[config.mk]
export PLATFORM = sky130hd
export DESIGN_NAME = mda_timing
export DESIGN_NICKNAME = d
export VERILOG_FILES = /design/src/rtl/mda_pkg.sv /design/src/rtl/mda_phase_fsm.sv /design/src/rtl/mda_timing.sv
export SDC_FILE = /design/constraint.sdc
export NUM_CORES = 1
export LEC_CHECK = 0
export ABC_AREA = 0
export CORE_MARGIN = 3
export CORE_UTILIZATION = 50
export CTS_CLUSTER_SIZE = 16
export DETAILED_ROUTE_END_ITERATION = 10
export PLACE_DENSITY = 0.85
export REMOVE_ABC_BUFFERS = 1
export SLEW_MARGIN = 20
export SYNTH_ARGS = -nofsm -noshare
export SYNTH_HDL_FRONTEND = slang
export SYNTH_SLANG_ARGS = --single-unit
[constraint.sdc]
create_clock -name clk -period 3.3 [get_ports clk]
set_input_delay 0.66 -clock clk [delete_from_list [all_inputs] [get_ports clk]]
set_output_delay 0.66 -clock clk [all_outputs]
set_load 0.05 [all_outputs]
[src/rtl/mda_pkg.sv]
// Shared definitions for the MDA raster timing block: default geometry,
// the phase encoding used by both sync counters, and the phase sequencing helper.
package mda_pkg;

  // Default 720x350 MDA geometry
  localparam int unsigned H_TOTAL = 882;
  localparam int unsigned V_TOTAL = 370;
  localparam int unsigned COLS    = 80;
  localparam int unsigned ROWS    = 25;
  localparam int unsigned CHAR_W  = 9;
  localparam int unsigned CHAR_H  = 14;

  // Four phases of a line or a frame: visible, front porch, sync, back porch
  typedef enum logic [1:0] {
    PH_ACT   = 2'd0,
    PH_FRONT = 2'd1,
    PH_SYNC  = 2'd2,
    PH_BACK  = 2'd3
  } phase_e;

  // Horizontal and vertical FSMs share the same encoding
  typedef phase_e h_state_e;
  typedef phase_e v_state_e;

  // Next phase with a non-zero length after cur, wrapping BACK -> ACT.
  // Zero-length porches are therefore never entered.
  function automatic phase_e next_live_phase(input phase_e cur,
                                             input int unsigned l0,
                                             input int unsigned l1,
                                             input int unsigned l2,
                                             input int unsigned l3);
    logic [1:0]  idx;
    int unsigned len;
    logic        found;
    phase_e      nxt;
    idx   = cur;
    found = 1'b0;
    nxt   = cur;
    for (int i = 0; i < 4; i++) begin
      idx = idx + 2'd1;
      case (idx)
        2'd0:    len = l0;
        2'd1:    len = l1;
        2'd2:    len = l2;
        default: len = l3;
      endcase
      if (!found && len != 0) begin
        nxt   = phase_e'(idx);
        found = 1'b1;
      end
    end
    return nxt;
  endfunction

endpackage

[src/rtl/mda_phase_fsm.sv]
// Generic four-phase counter/FSM. Counts 0..TOTAL-1 when advance is high and
// walks the phase state across the phase boundaries. The next-cycle count and
// phase are exported so the parent can register decoded outputs in lockstep.
module mda_phase_fsm
  import mda_pkg::*;
#(
  parameter int unsigned L0 = 720,
  parameter int unsigned L1 = 9,
  parameter int unsigned L2 = 135,
  parameter int unsigned L3 = 18,
  parameter int unsigned CW = 10
) (
  input  logic          clk,
  input  logic          rst,
  input  logic          advance,
  output logic [CW-1:0] count,
  output phase_e        phase,
  output logic          wrap,
  output logic [CW-1:0] nxt_count,
  output phase_e        nxt_phase
);

  localparam int unsigned   TOTAL = L0 + L1 + L2 + L3;
  localparam logic [CW-1:0] END0  = CW'(L0 - 1);
  localparam logic [CW-1:0] END1  = CW'(L0 + L1 - 1);
  localparam logic [CW-1:0] END2  = CW'(L0 + L1 + L2 - 1);
  localparam logic [CW-1:0] LAST  = CW'(TOTAL - 1);
  // Reset sits on the last count, so the phase is the last non-empty one
  localparam phase_e RST_PHASE = (L3 != 0) ? PH_BACK  :
                                 (L2 != 0) ? PH_SYNC  :
                                 (L1 != 0) ? PH_FRONT : PH_ACT;

  logic at_end;

  // Next count/phase: phase moves on when the count leaves the current phase
  always_comb begin
    wrap      = advance && (count == LAST);
    nxt_count = count;
    nxt_phase = phase;
    case (phase)
      PH_ACT:   at_end = (count == END0);
      PH_FRONT: at_end = (count == END1);
      PH_SYNC:  at_end = (count == END2);
      default:  at_end = (count == LAST);
    endcase
    if (advance) begin
      nxt_count = wrap ? '0 : count + CW'(1);
      if (at_end) nxt_phase = next_live_phase(phase, L0, L1, L2, L3);
    end
  end

  // Count and phase state
  always_ff @(posedge clk) begin
    if (rst) begin
      count <= LAST;
      phase <= RST_PHASE;
    end else begin
      count <= nxt_count;
      phase <= nxt_phase;
    end
  end

endmodule

[src/rtl/mda_timing.sv]
// MDA raster sequencer: horizontal/vertical counters, sync generation,
// position counter enable/clear and frame-rate blink clocks. Every output is
// registered from the counters' next state, so outputs describe the
// (h_count, v_count) presented in the same cycle.
module mda_timing
  import mda_pkg::*;
#(
  parameter int unsigned H_ACTIVE   = 720,
  parameter int unsigned H_FP       = 9,
  parameter int unsigned H_SYNC     = 135,
  parameter int unsigned H_BP       = 18,
  parameter int unsigned V_ACTIVE   = 350,
  parameter int unsigned V_FP       = 4,
  parameter int unsigned V_SYNC     = 16,
  parameter int unsigned V_BP       = 0,
  parameter bit          HS_POL     = 1'b1,
  parameter bit          VS_POL     = 1'b0,
  parameter int unsigned CURSOR_DIV = 16,
  parameter int unsigned CHAR_DIV   = 32
) (
  input  logic       clk,
  input  logic       rst,
  input  logic       video_en,
  output logic [9:0] h_count,
  output logic [8:0] v_count,
  output logic       active,
  output logic       pos_clr,
  output logic       hsync,
  output logic       vsync,
  output logic       frame_start,
  output logic       cursor_blink,
  output logic       char_blink
);

  localparam int unsigned HT = H_ACTIVE + H_FP + H_SYNC + H_BP;
  localparam int unsigned VT = V_ACTIVE + V_FP + V_SYNC + V_BP;
  localparam int unsigned FW = $clog2(2 * CHAR_DIV);

  h_state_e   h_phase, h_nph;
  v_state_e   v_phase, v_nph;
  logic [9:0] h_ncnt;
  logic [8:0] v_ncnt;
  logic       h_wrap, v_wrap;

  logic          en_latched;
  logic          en_n;
  logic [FW-1:0] frame_cnt;
  logic [FW-1:0] cur_quot;
  logic          char_phase;

  // Current phases are kept as probe points; outputs decode the next phase
  logic unused_phase;
  assign unused_phase = ^{h_phase, v_phase};

  mda_phase_fsm #(
    .L0(H_ACTIVE), .L1(H_FP), .L2(H_SYNC), .L3(H_BP), .CW(10)
  ) u_h (
    .clk       (clk),
    .rst       (rst),
    .advance   (1'b1),
    .count     (h_count),
    .phase     (h_phase),
    .wrap      (h_wrap),
    .nxt_count (h_ncnt),
    .nxt_phase (h_nph)
  );

  mda_phase_fsm #(
    .L0(V_ACTIVE), .L1(V_FP), .L2(V_SYNC), .L3(V_BP), .CW(9)
  ) u_v (
    .clk       (clk),
    .rst       (rst),
    .advance   (h_wrap),
    .count     (v_count),
    .phase     (v_phase),
    .wrap      (v_wrap),
    .nxt_count (v_ncnt),
    .nxt_phase (v_nph)
  );

  // Enable seen by the coming cycle: video_en is taken only when a frame
  // starts (v_wrap), so mid-frame changes never cut a frame short.
  // Blink phases are derived from the index of the frame being started.
  always_comb begin
    en_n       = v_wrap ? video_en : en_latched;
    cur_quot   = frame_cnt / FW'(CURSOR_DIV);
    char_phase = (frame_cnt >= FW'(CHAR_DIV));
  end

  // Registered output decode and blink frame counter
  always_ff @(posedge clk) begin
    if (rst) begin
      en_latched   <= 1'b0;
      active       <= 1'b0;
      pos_clr      <= 1'b0;
      hsync        <= ~HS_POL;
      vsync        <= ~VS_POL;
      frame_start  <= 1'b0;
      frame_cnt    <= '0;
      cursor_blink <= 1'b0;
      char_blink   <= 1'b0;
    end else begin
      en_latched  <= en_n;
      active      <= (h_nph == PH_ACT) && (v_nph == PH_ACT) && en_n;
      pos_clr     <= (h_ncnt == 10'(HT - 1)) && (v_ncnt == 9'(VT - 1));
      hsync       <= (h_nph == PH_SYNC) ? HS_POL : ~HS_POL;
      vsync       <= (v_nph == PH_SYNC) ? VS_POL : ~VS_POL;
      frame_start <= v_wrap;
      if (v_wrap) begin
        frame_cnt    <= (frame_cnt == FW'(2 * CHAR_DIV - 1)) ? '0 : frame_cnt + FW'(1);
        cursor_blink <= cur_quot[0];
        char_blink   <= char_phase;
      end
    end
  end

endmodule

== Word level (Yosys, flattened, before mapping) ==
Index checks and enable logic that the tools add are counted.

* Bits in registers: 37
* Logic and storage cells: 147
* Output and inout port bits: 26
* Input port bits: 3

* Reduce and logical (&&, ||, !) cells: 36
* Mux-type cells: 55
* Add/sub/neg operators: 11
* Equal/unequal tests: 31
* Order comparisons: 1

{| class="wikitable"
|+ Operator list
! cell !! number
|-
| 32-bit 2-to-1 mux || 12
|-
| 32-bit nonzero test || 8
|-
| 10-bit case mux with 3 select lines || 4
|-
| 9-bit case mux with 3 select lines || 4
|-
| 10-bit equality test, second input constant || 5
|-
| 9-bit equality test, second input constant || 4
|-
| 2-bit logical NOT || 12
|-
| 2-bit equality test, second input constant || 11
|-
| 2-bit 2-to-1 mux || 11
|-
| 2-bit by 1-bit equality test with 1-bit output, second input constant || 10
|-
| 1-bit 2-to-1 mux || 18
|-
| 9-bit 2-to-1 mux || 2
|-
| 2-bit by 1-bit adder with 2-bit output, second input constant || 8
|-
| 10-bit by 1-bit adder with 10-bit output, second input constant || 1
|-
| 1-bit logical AND || 10
|-
| 10-bit 2-to-1 mux || 1
|-
| 9-bit by 1-bit adder with 9-bit output, second input constant || 1
|-
| 6-bit by 1-bit adder with 6-bit output, second input constant || 1
|-
| 6-bit equality test, second input constant || 1
|-
| 6-bit >= comparator, second input constant || 1
|-
| 1-bit logical NOT || 6
|-
| 6-bit 2-to-1 mux || 1
|-
| 1-bit case mux with 3 select lines || 1
|-
| 1-bit case mux with 2 select lines || 1
|}

== Longest topological paths before layout ==
* Depth in word-level cells: 27
* Gate-level depth with buffers: 10
* Depth with buffers taken out: 8

== Modules after synthesis ==
Synthesis repeated with hierarchy kept, for this count alone.

* Cells, all modules: 234
* Area total of the unflattened synthesis: 2103.3 um^2

{| class="wikitable"
|+ By module, submodules not included
! module !! sequential area each (um^2) !! cells each !! area each (um^2) !! instances
|-
| mda_phase_fsm at u_h || 240.2 || 91 || 822.0 || 1
|-
| mda_phase_fsm at u_v || 220.2 || 84 || 689.4 || 1
|-
| mda_timing || 280.3 || 59 || 591.8 || 1
|}

== Worst setup path before layout ==
Ideal clock, no wire load.

* Path kind: register to register
* Start: register u_h.count[0]
* End: register pos_clr
* Stages on the path, launching flop included: 9
* Path slack: 472 ps
* Setup time: 88 ps
* Required time: 3212 ps
* Period minus slack after synthesis: 2828 ps
* Data arrival time: 2740 ps
* Path buffers: 1
* Cell sequence: dfxtp_1 > ha_1 > or4b_4 > or3_1 > buf_2 > or4_1 > nand3_1 > nand2_1 > nor4_2

* Longest elaborated chain between the ends: 6
* Elaborated cells on any way between the ends: 9
* Those cells by class: add/sub: 1; eq/ne: 3; mux: 3; reduce/logical: 2

{| class="wikitable"
|+ RTL lines
! what !! RTL line !! RTL
|-
| from (decl) || mda_phase_fsm.sv:16 || <nowiki>output logic [CW-1:0] count,</nowiki>
|-
| from (signal assigned) || mda_phase_fsm.sv:58 || <nowiki>count <= nxt_count;</nowiki>
|-
| parallel branches: the longest is 5 deep, another holds 10-bit by 1-bit adder with 10-bit output || -- ||
|-
| 1-bit logical AND (*) || mda_timing.sv:105 || <nowiki>pos_clr <= (h_ncnt == 10'(HT - 1)) && (v_ncnt == 9'(VT - 1));</nowiki>
|-
| to (signal assigned) || mda_timing.sv:105 ||
|-
| to (decl) || mda_timing.sv:27 || <nowiki>output logic pos_clr,</nowiki>
|}

Every way passes the cells marked *.
A chain may end at the register's enable or synchronous reset.

== Worst setup path in the final report ==
* Start: register u_h.count[0]
* End: register frame_cnt[4]

* Longest elaborated chain between the ends: 2

{| class="wikitable"
|+ RTL lines
! what !! RTL line !! RTL
|-
| 10-bit equality test || mda_phase_fsm.sv:37 || <nowiki>wrap = advance && (count == LAST);</nowiki>
|-
| 1-bit logical AND || mda_phase_fsm.sv:37 ||
|-
| to (signal assigned) || mda_timing.sv:110 || <nowiki>frame_cnt <= (frame_cnt == FW'(2 * CHAR_DIV - 1)) ? '0 : frame_cnt + FW'(1);</nowiki>
|-
| to (decl) || mda_timing.sv:47 || <nowiki>logic [FW-1:0] frame_cnt;</nowiki>
|}

No other way between the ends.

==> impl_metrics.ini <==
[status]
outcome = complete, no violations

[detailed_routing]
vias_per_cell = 5.85
drtIter0Drc = 176
routed_wl_mm = 4.42
wl_per_cell_microns = 14.1
vias = 1832
drt_first_pass_iters = 4
ant_nets = 0
drc = 0

[sta]
finalCritPeriodShare_pct = 87.0
grt_setup_unrepaired = no
fin_crit_ns = 2.87
finalMaxSlewViolations = 0
timing.final.hold_violations = 0
setup_viol = 0
clock.fmax_mhz = 348
fin_setup_tns_ns = 0
fin_skew_ns = 0.00615
relSlewSlack_pct = 61.4
fin_ws_ns = 0.431
tightest_slew_ns = 0.576
whs_ns = 0.452

[final_layout]
syn2layout_area_growth_pct = 20.5
finalNetCount = 276
diodes = 0
postLayoutCellArea_sq_um = 2430
fin_util_pct = 64.3
drive_gt1_share_pct = 7.92
instances_no_fill = 313

[global_route]
gr-total-overflow = 0
grt_pass1_wl_mm = 7.51
grt_usage_pct = 18.8
grt_pass1_vias = 1642
antenna_found_initial = 0
grt_max_degree = 34

[place]
dp_hpwl_mm = 3.07
gp_congestion = 0.900
numPortBuffers = 28
place_ws_ns = 0.477
placed_cells = 305
postPlaceCellArea_sq_um = 2310

[cts]
insertion_delay_ns = 0.30
clock_sinks = 37
cts_buffers = 5
cts_resized = 0
cts_max_path_buffers = 2
hold_buffers = 0
cts_root_buffer = clkbuf_8
clkTransAtPathRegs_ns = 0.08
h-tree-depth = 2
post-cts-setup-buffers = 0
cts_tree = yes

[pwr]
finalPower_mw = 2.62
powerDensity_nw_per_um2 = 1080
leakagePower_nw = 0.923
peakVddDrop_mv = 0.748

[hold_path]
whs_path_depth = 2
hold_path_startpoint = char_blink
holdPathEnd = char_blink
hp-class = flip-flop to flip-flop

[die]
row_count = 22
die_area_sq_um = 4820
num_io_pins = 29
start_util_pct = 53.4
core_region_area_sq_um = 3770
die-width_microns = 69.5
fp.dieH_microns = 69.5

[critical_path]
critPathKind = flip-flop to flip-flop
max_stage_delay_ns = 0.59
rrSetupSlack_ns = 0.43
worst_ep_required_time_ns = 3.47
worstRegToRegCells = 7
path_max_fanout = 16
worst_path_max_delay_cell = or3_1
rr_endpoint = frame_cnt[4]
worstPathCellList = ha_1 > or4b_4 > or3_1 > nor3_2 > nand4_1 > xor2_1 > nor2_1
critical_path.endpoint_type = flip-flop
reg2reg_from = u_h.count[0]
startpoint_type = flip-flop
arrival_ns = 3.04

[synth]
ys_seq_elements = 37
yosys.cell_types.count = 48
postSynthCellCount = 241
yosys.area.top_type = dfxtp_1
synth_area_sq_um = 2010
syn_avg_cell_area_sq_um = 8.35
synth_common_cells = dfxtp_1 (37), nand2_1 (26), a21oi_1 (13), nor2_1 (13), nand3_1 (12)
yosysMostFrequentCell = dfxtp_1
synth_area_leaders = dfxtp_1 (37%), ha_1 (5.6%), nand2_1 (4.8%)
synth-main-ff-cell = dfxtp_1
seq_area_frac_synth_pct = 36.8
synth_top_area_share_pct = 36.8
yosys_warnings = 0
synthArstFlopShare_pct = 0
synth_edf_count = 0

[flow_run]
cap_violations = 0
## worst max path at each step
stage | slack, ns | depth (start not counted) | startpoint | end
detailed placement | 0.48 | 7 | u_h.count[0] | active
global placement | 0.53 | 7 | u_h.count[0] | active
global route | 0.25 | 7 | u_h.count[0] | active
finish | 0.43 | 7 | u_h.count[0] | frame_cnt[4]
floorplan | 0.21 | 7 | u_h.count[0] | active
CTS | 0.44 | 7 | u_h.count[0] | frame_cnt[4]
## cells by family (layout without fill, tap and decap cells)
kind of cell | Yosys count | after routing | share of synthesized area (%)
and+or+nand+nor | 107 | 107 | 29.3
xor gates and xnor gates | 17 | 17 | 7.40
buffers and inverters | 25 | 49 | 5.35
adders and majority gates | 9 | 9 | 5.59
DFF | 37 | 37 | 36.8
AOI/OAI and AO/OA | 46 | 46 | 15.5
## area by class of cell
cell class / count / area (sq um)
fill: 333 / 1350
multi-input combinational: 179 / 1160
sequential: 37 / 741
timing repair buffer: 31 / 303
clock buffer: 6 / 82.6
tap: 48 / 60.1
clock inverter: 2 / 37.5
inverter: 10 / 37.5
## power by group
group / internal (mW) / total [mW] / switching [mW] / leakage [nW]
registers: 0.563 / 0.754 / 0.192 / 0.302
clock network: 0.246 / 0.413 / 0.168 / 0.0574
logic: 0.537 / 1.45 / 0.915 / 0.564
total: 1.35 / 2.62 / 1.27 / 0.923
## worst max-delay path: cells and delay by family (launching register included)
kind | cells | cell delay, ns
xor+xnor | 1 | 0.19
fa+ha+maj | 1 | 0.20
flops | 1 | 0.51
simple gates | 5 | 1.85
## sequential cells by signal, indices dropped and copies added, names as in the netlist, 2 cells and up
| register | flops |
|---|---|
| u_h.count | 10 |
| u_v.count | 9 |
| frame_cnt | 6 |
| u_h.phase | 2 |
| u_v.phase | 2 |
## routing by layer
| layer | vias up | GRT usage (%) | share of wire (%) |
|---|---|---|---|
| met2 | 55 | 28.0 | 45 |
| li1 | 917 | - | - |
| met5 | - | 0 | 0 |
| met1 | 855 | 26.5 | 47 |
| met4 | 0 | 5.86 | 1.2 |
| met3 | 5 | 5.07 | 7.0 |
## layout by cell type (no fill, tap or decap), types with 2 or more instances in the layout
cell,n
a21o_1,3
a21oi_1,13
a31oi_1,2
and3_1,4
buf_4,3
clkbuf_8,6
clkdlybuf4s50_1,28
dfxtp_1,37
ha_1,9
inv_1,10
nand2_1,26
nand2b_1,4
nand3_1,12
nand3b_1,3
nand4_1,6
nand4b_1,3
nor2_1,13
nor3_1,11
nor3b_1,3
nor4_1,5
nor4_2,2
o21ai_0,11
o21bai_1,3
or2_2,4
or3_1,4
or4_1,2
xnor2_1,9
xor2_1,8
Note: power is estimated with default switching activity, not from simulation.
